==> config.mk <==
export PLATFORM = sky130hd
export DESIGN_NAME = sdram_rd_return
export DESIGN_NICKNAME = d
export VERILOG_FILES = /design/src/rtl/sdram_rd_return.sv
export SDC_FILE = /design/constraint.sdc
export NUM_CORES = 1
export LEC_CHECK = 0
export ABC_AREA = 1
export CELL_PAD_IN_SITES_DETAIL_PLACEMENT = 0
export CELL_PAD_IN_SITES_GLOBAL_PLACEMENT = 2
export CORE_UTILIZATION = 40
export DETAILED_ROUTE_END_ITERATION = 8
export HOLD_SLACK_MARGIN = 0.05
export MAX_ROUTING_LAYER = met4
export PLACE_DENSITY_LB_ADDON = 0.1
export REMOVE_ABC_BUFFERS = 1
export SLEW_MARGIN = 20
export SYNTH_ARGS = -nofsm -noshare
export SYNTH_HDL_FRONTEND = slang
export SYNTH_SLANG_ARGS = --single-unit
export TNS_END_PERCENT = 5
==> constraint.sdc <==
create_clock -name clk -period 5.2 [get_ports clk]
set_input_delay 1.04 -clock clk [delete_from_list [all_inputs] [get_ports clk]]
set_output_delay 1.04 -clock clk [all_outputs]
set_load 0.01 [all_outputs]
==> src/rtl/sdram_rd_return.sv <==
// rtl/sdram_rd_return.sv - SDRAM read return path: CL-matched tag pipe, burst capture, FWFT output FIFO
//
// Tracks each issued read through a CAS-latency tag pipeline, captures the
// BL-word burst from DQ, and buffers it in a first-word-fall-through FIFO.
//
// Ports:
//   clk, rst        clock; asynchronous active-high reset
//   i_cl            CAS latency (2..CL_MAX), sampled only while idle
//   i_rd_issue      read command issued to the SDRAM this cycle
//   i_rd_tag        tag of the issued read
//   o_rd_allow      a new read may be issued this cycle (FIFO credit)
//   i_dq_in         SDRAM DQ input bus
//   o_out_valid     output word available (FIFO non-empty)
//   o_out_data      output word
//   o_out_tag       tag of the burst owning o_out_data
//   o_out_last      final word of a burst
//   i_out_ready     consumer accepts word when o_out_valid && i_out_ready
//   o_busy          read in flight or FIFO non-empty
//   o_protocol_err  sticky: an illegal i_rd_issue was seen
module sdram_rd_return #(
  parameter int DW     = 16,
  parameter int TW     = 4,
  parameter int BL     = 4,
  parameter int CL_MAX = 3,
  parameter int AW     = 3
) (
  input  logic          clk,
  input  logic          rst,
  input  logic [1:0]    i_cl,
  input  logic          i_rd_issue,
  input  logic [TW-1:0] i_rd_tag,
  output logic          o_rd_allow,
  input  logic [DW-1:0] i_dq_in,
  output logic          o_out_valid,
  output logic [DW-1:0] o_out_data,
  output logic [TW-1:0] o_out_tag,
  output logic          o_out_last,
  input  logic          i_out_ready,
  output logic          o_busy,
  output logic          o_protocol_err
);

  localparam int DEPTH = 2 ** AW;
  localparam int SW    = AW + 3;          // wide enough for count + inflight + BL
  localparam int CNTW  = $clog2(BL + 1);  // holds 0..BL
  localparam int EW    = DW + TW + 1;     // FIFO entry {last, tag, data}

  // Latency and tag pipeline
  logic [1:0]      r_cl;
  logic [CL_MAX:1] r_pipe_v;
  logic [TW-1:0]   r_pipe_tag [CL_MAX:1];

  // Burst capture
  logic            r_act;
  logic [CNTW-1:0] r_cnt;
  logic [TW-1:0]   r_cur_tag;
  logic            r_dq_v;
  logic [DW-1:0]   r_dq;
  logic [TW-1:0]   r_dq_tag;
  logic            r_dq_last;

  // Issue bookkeeping
  logic [CNTW-1:0] r_since;
  logic [AW:0]     r_rd_out;
  logic            r_perr;

  // FIFO
  logic [EW-1:0]   r_mem [DEPTH];
  logic [AW:0]     r_wptr;
  logic [AW:0]     r_rptr;

  logic [1:0]      w_cl_ld;
  logic            w_fire;
  logic [TW-1:0]   w_fire_tag;
  logic            w_cap;
  logic [CNTW-1:0] w_idx;
  logic [TW-1:0]   w_cap_tag;
  logic            w_cap_last;
  logic            w_space_ok;
  logic            w_allow;
  logic            w_accept;
  logic            w_done;
  logic            w_push;
  logic            w_pop;
  logic [AW:0]     w_count;
  logic            w_empty;
  logic            w_busy;
  logic [SW-1:0]   w_sum;
  logic [EW-1:0]   w_head;

  // Out-of-range latencies are clamped so a marker always reaches a tap.
  always_comb begin
    w_cl_ld = i_cl;
    if (int'(i_cl) < 2)           w_cl_ld = 2'd2;
    else if (int'(i_cl) > CL_MAX) w_cl_ld = 2'(CL_MAX);
  end

  // Tap selection: the stage matching the latency fires this cycle.
  always_comb begin
    w_fire     = 1'b0;
    w_fire_tag = '0;
    for (int k = 1; k <= CL_MAX; k++) begin
      if (int'(r_cl) == k) begin
        w_fire     = r_pipe_v[k];
        w_fire_tag = r_pipe_tag[k];
      end
    end
  end

  // A fire is word 0 of the window; the counter covers words 1..BL-1.
  // Fire takes priority so an exactly-BL-spaced burst follows with no bubble.
  assign w_cap      = w_fire || r_act;
  assign w_idx      = w_fire ? '0 : r_cnt;
  assign w_cap_tag  = w_fire ? w_fire_tag : r_cur_tag;
  assign w_cap_last = (w_idx == CNTW'(BL - 1));

  assign w_count = r_wptr - r_rptr;
  assign w_empty = (w_count == '0);
  assign w_push  = r_dq_v;
  assign w_pop   = !w_empty && i_out_ready;
  assign w_done  = r_dq_v && r_dq_last;

  // Credit: a read holds BL slots from issue until its last word is written.
  assign w_sum      = SW'(w_count) + SW'(r_rd_out) * SW'(BL) + SW'(BL);
  assign w_allow    = (w_sum <= SW'(DEPTH));
  assign w_space_ok = (r_since >= CNTW'(BL));
  assign w_accept   = i_rd_issue && w_allow && w_space_ok;

  assign w_busy = (|r_pipe_v) || r_act || r_dq_v || !w_empty;

  always_ff @(posedge clk or posedge rst) begin
    if (rst) begin
      r_cl      <= 2'd2;
      r_pipe_v  <= '0;
      for (int k = 1; k <= CL_MAX; k++) r_pipe_tag[k] <= '0;
      r_act     <= 1'b0;
      r_cnt     <= '0;
      r_cur_tag <= '0;
      r_dq_v    <= 1'b0;
      r_dq      <= '0;
      r_dq_tag  <= '0;
      r_dq_last <= 1'b0;
      r_since   <= CNTW'(BL);
      r_rd_out  <= '0;
      r_perr    <= 1'b0;
      r_wptr    <= '0;
      r_rptr    <= '0;
    end else begin
      // In-flight reads keep the latency they were issued with.
      if (!w_busy) r_cl <= w_cl_ld;

      r_pipe_v[1]   <= w_accept;
      r_pipe_tag[1] <= i_rd_tag;
      for (int k = 2; k <= CL_MAX; k++) begin
        r_pipe_v[k]   <= r_pipe_v[k-1];
        r_pipe_tag[k] <= r_pipe_tag[k-1];
      end

      if (w_fire) begin
        r_cur_tag <= w_fire_tag;
        r_cnt     <= CNTW'(1);
        r_act     <= 1'b1;
      end else if (r_act) begin
        r_cnt <= r_cnt + CNTW'(1);
        if (r_cnt == CNTW'(BL - 1)) r_act <= 1'b0;
      end

      r_dq_v <= w_cap;
      if (w_cap) begin
        r_dq      <= i_dq_in;
        r_dq_tag  <= w_cap_tag;
        r_dq_last <= w_cap_last;
      end

      if (w_accept)              r_since <= CNTW'(1);
      else if (!w_space_ok)      r_since <= r_since + CNTW'(1);

      if (i_rd_issue && !w_accept) r_perr <= 1'b1;

      case ({w_accept, w_done})
        2'b10:   r_rd_out <= r_rd_out + 1'b1;
        2'b01:   r_rd_out <= r_rd_out - 1'b1;
        default: r_rd_out <= r_rd_out;
      endcase

      if (w_push) r_wptr <= r_wptr + 1'b1;
      if (w_pop)  r_rptr <= r_rptr + 1'b1;
    end
  end

  // Storage needs no reset: the empty flag gates every read of it.
  always_ff @(posedge clk) begin
    if (w_push) r_mem[r_wptr[AW-1:0]] <= {r_dq_last, r_dq_tag, r_dq};
  end

  assign w_head = r_mem[r_rptr[AW-1:0]];

  assign o_rd_allow     = w_allow;
  assign o_out_valid    = !w_empty;
  assign o_out_data     = w_empty ? '0 : w_head[DW-1:0];
  assign o_out_tag      = w_empty ? '0 : w_head[DW+TW-1:DW];
  assign o_out_last     = w_empty ? 1'b0 : w_head[EW-1];
  assign o_busy         = w_busy;
  assign o_protocol_err = r_perr;

endmodule

### Word level (Yosys, flattened, before mapping)

Memory sizes are Yosys's and may differ from the RTL's.
Index checks and enable logic that the tools add are counted.

| operators by class | value |
|---|---|
| add/subtract/negate cells | 9 |
| $mul | 0 |
| divide/modulo/power cells | 0 |
| order comparisons | 3 |
| eq/ne operators | 8 |
| shifts and indexed selects | 0 |
| muxes and demuxes | 22 |
| bitwise operators | 0 |
| reductions and logical operators | 15 |

Operators by type and width:

| kind | count |
|---|---|
| two-way mux 4 bit | 5 |
| two-way mux 16 bit | 1 |
| two-way mux 3 bit | 5 |
| adder 4 x 1 -> 4 bit (second input constant) | 3 |
| two-way mux 1 bit | 9 |
| case mux 4 bit (2 select lines) | 1 |
| adder 3 x 1 -> 3 bit (second input constant) | 2 |
| adder 4 x 6 -> 6 bit | 1 |
| adder 6 x 3 -> 6 bit (second input constant) | 1 |
| equality test 2 bit (second input constant) | 3 |
| equality test 3 x 2 -> 1 bit (second input constant) | 2 |
| <= comparator 6 x 4 -> 1 bit (second input constant) | 1 |
| logical AND 1 bit | 5 |
| equality test 2 x 1 -> 1 bit (second input constant) | 2 |
| zero test 4 bit | 1 |
| logical OR 1 bit | 4 |
| nonzero test 2 bit | 2 |
| subtractor 4 x 1 -> 4 bit (second input constant) | 1 |
| subtractor 4 bit | 1 |
| >= comparator 3 bit (second input constant) | 1 |
| OR reduction 3 bit | 1 |
| zero test 1 bit | 2 |
| less-than comparator 2 bit (second input constant) | 1 |
| two-way mux 2 bit | 1 |
| inequality test 2 x 1 -> 1 bit (second input constant) | 1 |

| word-level totals | value |
|---|---|
| register bits | 63 |
| bits in latches | 0 |
| memory bits (writable) | 168 |
| bits in read-only memories | 0 |
| input bits | 26 |
| output and inout bits | 25 |
| word-level logic and storage cells | 75 |
| memories kept | 1 |

Memory list:

| name | words | bits a word | rd ports | clocked after Yosys merged registers in | write ports | RTL line | text |
|---|---|---|---|---|---|---|---|
| r_mem | 8 | 21 | 1 | 0 | 1 | 68 | `logic [EW-1:0] r_mem [DEPTH];` |

### Logic depth before layout (Yosys ltp)

| depth | value |
|---|---|
| depth in word-level cells | 8 |
| depth in mapped cells | 26 |
| depth with buffers taken out | 25 |

### Worst setup path after synthesis

OpenSTA, ideal clock, no wires.

| path | value |
|---|---|
| path type | flip-flop to flip-flop |
| start point | register r_rptr[2] |
| end point | register r_rd_out[3] |
| arrival | 3,840 ps |
| required time | 5,075 ps |
| path slack | 1,235 ps |
| cell stages (with the launch flop) | 25 |
| path buffers | 2 |
| cell sequence | dfrtp_1 buf_2 inv_1 buf_2 ha_1 a21oi_2 nand3_1 nand2_1 inv_1 ha_1 ha_1 inv_1 fa_1 o21ai_0 a21oi_1 nand3_1 nor2_1 inv_1 ha_1 ha_1 a21oi_1 nand3_1 nand2_1 nor2_1 xor2_1 |

| on the way | value |
|---|---|
| word-level cells in the longest chain between the ends | 8 |
| elaborated cells between the ends (all ways) | 10 |
| classes of those cells | 3 x add/sub; 1 x order compare; 2 x eq/ne; 1 x mux; 3 x reduce/logical |

RTL lines:

| element | RTL line | text |
|---|---|---|
| start, declared | 70 | `logic [AW:0] r_rptr;` |
| start signal, assigned | 187 | `if (w_pop) r_rptr <= r_rptr + 1'b1;` |
| subtractor 4 bit * | 117 | `assign w_count = r_wptr - r_rptr;` |
| adder 4 x 6 -> 6 bit * | 124 | `assign w_sum = SW'(w_count) + SW'(r_rd_out) * SW'(BL) + SW'(BL);` |
| adder 6 x 3 -> 6 bit * | 124 |  |
| <= comparator 6 x 4 -> 1 bit * | 125 | `assign w_allow = (w_sum <= SW'(DEPTH));` |
| logical AND 1 bit * (2 in series) | 127 | `assign w_accept = i_rd_issue && w_allow && w_space_ok;` |
| net w_accept | 81 | `logic w_accept;` |
| equality test 2 x 1 -> 1 bit or equality test 2 bit (tied branches) | 180 | `case ({w_accept, w_done})` |
| case mux 4 bit (2 select lines) or nonzero test 2 bit (tied branches) | n/a |  |
| end signal, assigned | 181 | `2'b10: r_rd_out <= r_rd_out + 1'b1;` |
| end signal, assigned | 182 | `2'b01: r_rd_out <= r_rd_out - 1'b1;` |
| end signal, assigned | 183 | `default: r_rd_out <= r_rd_out;` |
| end, declared | 64 | `logic [AW:0] r_rd_out;` |

The timed path passes the listed nets; every way through them passes the cells marked *.
A chain may end at the register's enable or synchronous reset.

### Final worst setup path

| path | value |
|---|---|
| start point | register r_wptr[2] |
| end point | output port o_rd_allow |

| on the way | value |
|---|---|
| word-level cells in the longest chain between the ends | 4 |

RTL lines:

| element | RTL line | text |
|---|---|---|
| start, declared | 69 | `logic [AW:0] r_wptr;` |
| start signal, assigned | 186 | `if (w_push) r_wptr <= r_wptr + 1'b1;` |
| subtractor 4 bit | 117 |  |
| adder 4 x 6 -> 6 bit | 124 |  |
| adder 6 x 3 -> 6 bit | 124 |  |
| <= comparator 6 x 4 -> 1 bit | 125 |  |
| end, declared | 32 | `output logic o_rd_allow,` |

Every way passes these cells.

==> results_dict.tcl <==
set metrics [dict create \
    hold_slack_ns 0.353 \
    yosys_most_used_dff "sky130_fd_sc_hd__edfxtp_1" \
    syn_to_layout_area_delta_pct 16.4 \
    critPathKind "reg -> out" \
    outcome "complete, no violations" \
    placement_rows 56 \
    die_height_um 156 \
    routabilityCongestion 0.733 \
    most_common_cell_after_layout_fill_and_taps_aside "sky130_fd_sc_hd__nand2_1" \
    port_buffers 50 \
    resize_count_post_cts 0 \
    postSynthAreaPerCell_um2 11.2 \
    setup-violations-final 0 \
    groute.usage.overall 0.191 \
    p_switching_w 0.00279 \
    ys_async_sr_fraction 0.270 \
    synthesis.area_mm2 0.00951 \
    min_period_over_period 0.897 \
    synth_seq_cells 230 \
    route.detailed.vias_per_inst 4.91 \
    cts.path.max_buffers 3 \
    peak_vdd_ir_v 0.000382 \
    core_mm2 0.0234 \
    fillCellCount 2174 \
    grt_start_max_net_pins 66 \
    crit_slowest_cell "sky130_fd_sc_hd__clkdlybuf4s50_1" \
    effective_utilization_at_floorplan 0.407 \
    grt_remaining_overflow 0 \
    slew_viol_final 0 \
    die_w_um 156 \
    design.die.area_mm2 0.0244 \
    critical_path_buf_inv_count 3 \
    cp-end-kind "output pin" \
    number_of_enable_flip_flop_cells_after_synthesis 168 \
    drt_pass1_iterations 4 \
    leakage_nw 4.38 \
    timing.critical_path.cells "ha_1 > a21oi_2 > nand3_1 > nand2_1 > inv_1 > ha_1 > ha_1 > inv_1 > fa_1 > o21ai_0 > a21oi_1 > and2_1 > clkdlybuf4s50_1" \
    critPathMaxStageDelay_ns 0.53 \
    cts-buffers-inserted 25 \
    worst_setup_hold_path_clk_slew_ns 0.06 \
    finalNetCount 937 \
    hold_path_class "reg -> reg" \
    area.sequential_mm2 0.00660 \
    most_prevalent_standard_cell_on_the_critical_path "sky130_fd_sc_hd__ha_1" \
    critical_path.top_delay_family "adder cells" \
    ioPinCount 51 \
    yosysWarningCount 0 \
    placedCellCount 1186 \
    synth.yosys.seq_area_share 0.693 \
    hpwl_mm 11.5 \
    layoutNonFillerInstCount 1230 \
    first_global_vias 6069 \
    dr.first_iter.drc_count 318 \
    p_int_w 0.00478 \
    fraction_of_power_consumed_by_the_clock_network 0.226 \
    post_synth_num_cell_types 30 \
    area_taken_by_multi_input_logic_gates_mm2 0.00256 \
    powerDensity_mw_per_mm2 683 \
    final_layout_size_suffix_gt1_frac 0.0681 \
    global_route_wire_length_before_repair_mm 33.8 \
    ant_nets 0 \
    p_seq_frac 0.394 \
    clock_latency_ns 0.51 \
    critical_path_peak_fanout 5 \
    wl_per_cell_um 17.7 \
    least_margin_pin_slew_ns 0.957 \
    min_period_ns 4.66 \
    hold_viol 0 \
    grt_antenna_before_repair 0 \
    route.final.wire_length_mm 21.7 \
    setup_repair_after_global_routing_missed_its_margin "false" \
    critPathRequiredTime_ns 4.16 \
    most_frequent_cells_in_the_layout "sky130_fd_sc_hd__nand2_1, sky130_fd_sc_hd__edfxtp_1, sky130_fd_sc_hd__nand3_1, sky130_fd_sc_hd__dfrtp_1, sky130_fd_sc_hd__clkdlybuf4s50_1" \
    setup_tns_ns 0 \
    cts.root.buffer_cell "sky130_fd_sc_hd__clkbuf_16" \
    cts_hold_buf 0 \
    postCtsSetupBuffers 0 \
    drc 0 \
    syn-instance-count 847 \
    n_antenna_cell 0 \
    via_count 6037 \
    clock_tree_from_tritoncts "done" \
    share_comb_of_total_power 0.380 \
    clock-sinks 230 \
    maxCapViolCount 0 \
    maxSlewHeadroom 0.360 \
    final.setup_skew_ns 0.00995 \
    fmax_achieved_mhz 214 \
    netSwitchingFraction 0.368 \
    worst_setup_path_start_kind "flop" \
    cts.htree.levels 1 \
    worst-endpoint-arrival_ns 3.62 \
]
## worst reg2reg max path, cell delays in order, from the launching register on
cell	delay (ns)
sky130_fd_sc_hd__dfrtp_1	0.43
sky130_fd_sc_hd__ha_1	0.37
sky130_fd_sc_hd__a21oi_2	0.18
sky130_fd_sc_hd__nand3_1	0.09
sky130_fd_sc_hd__nand2_1	0.14
sky130_fd_sc_hd__inv_1	0.06
sky130_fd_sc_hd__ha_1	0.28
sky130_fd_sc_hd__ha_1	0.14
sky130_fd_sc_hd__inv_1	0.04
sky130_fd_sc_hd__fa_1	0.47
sky130_fd_sc_hd__o21ai_0	0.08
sky130_fd_sc_hd__a21oi_1	0.15
sky130_fd_sc_hd__nand3_1	0.12
sky130_fd_sc_hd__nor2_1	0.19
sky130_fd_sc_hd__inv_1	0.07
sky130_fd_sc_hd__ha_1	0.23
sky130_fd_sc_hd__ha_1	0.32
sky130_fd_sc_hd__a21oi_1	0.23
sky130_fd_sc_hd__a21oi_1	0.10
sky130_fd_sc_hd__nor2_1	0.14
sky130_fd_sc_hd__xor2_1	0.15
## sequential cells by signal, indices dropped and copies added (netlist names), 4 cells and up
signal and count:
r_mem 168, r_rptr 4, r_rd_out 4, r_pipe_tag 12
r_dq_tag 4, r_dq 16, r_cur_tag 4, r_wptr 4
## kinds of logic after synthesis
kind of cell	after synthesis	synth area share
simple gates	449	0.198
flops	230	0.693
fa+ha+maj	17	0.0239
compound gates	62	0.0338
xor+xnor	8	0.00736
buf+inv	81	0.0437
## power groups by stage
| stage | registers, W | clock network [W] | logic (W) |
|---|---|---|---|
| after detailed placement | 0.00302 | 0 | 0.00295 |
| after global routing | 0.00305 | 0.00183 | 0.00326 |
| final | 0.00298 | 0.00171 | 0.00288 |
| after global placement | 0.00299 | 0 | 0.00291 |
| after CTS | 0.00298 | 0.00175 | 0.00296 |
| after floorplan | 0.00302 | 0 | 0.00162 |
## cells in the mapped netlist, drive strengths merged, types with 7 or more instances
library cell | number | area (µm²)
xor2 | 7 | 61.3
dfrtp | 61 | 1530
nor2 | 40 | 150
a21oi | 46 | 234
ha | 15 | 188
nand3 | 98 | 490
nand2 | 287 | 1090
buf | 33 | 234
edfxtp | 168 | 5040
clkbuf | 7 | 26.3
o21ai | 11 | 55.1
or2 | 21 | 131
inv | 40 | 150
## cell type report
class / instances / share of cell area
well taps: 319 / 0.0360
clock inverters: 9 / 0.0104
multi-input cells: 536 / 0.231
inverters: 41 / 0.0140
clock buffers: 35 / 0.0608
repair buffers: 60 / 0.0520
flip-flops and latches: 230 / 0.596
## metrics by stage
stage | utilization | cell area (µm²) | setup slack [ns] | power, W
6_report | 0.473 | 11100 | 0.537 | 0.00757
5_1_grt | 0.473 | 11100 | 0.331 | 0.00813
4_1_cts | 0.473 | 11100 | 0.505 | 0.00769
3_5_place_dp | 0.440 | 10300 | 1.08 | 0.00596
3_3_place_gp | 0.440 | 10300 | 1.10 | 0.00590
2_1_floorplan | - | 9250 | 0.380 | 0.00464
## per-layer routing
metal / routed length (µm) / track usage / up-vias
met5: 0 / - / -
met4: 350 / 0.0425 / 0
met3: 843 / 0.0263 / 32
met2: 10800 / 0.327 / 101
met1: 9770 / 0.243 / 2964
li1: - / - / 2940
## final timing paths
check,start,to,slack [ns],cells after the start
min reg2reg,r_pipe_tag[1],r_pipe_tag[5],0.35,0
max reg2reg,r_wptr[2],r_rd_out[3],1.14,20
max in group asynchronous,rst,r_dq[13],3.23,3
min in group asynchronous,rst,r_pipe_v[3],1.06,2
min,r_pipe_tag[1],r_pipe_tag[5],0.35,0
max,r_wptr[2],o_rd_allow,0.54,13
(Power assumes the default switching activity.)
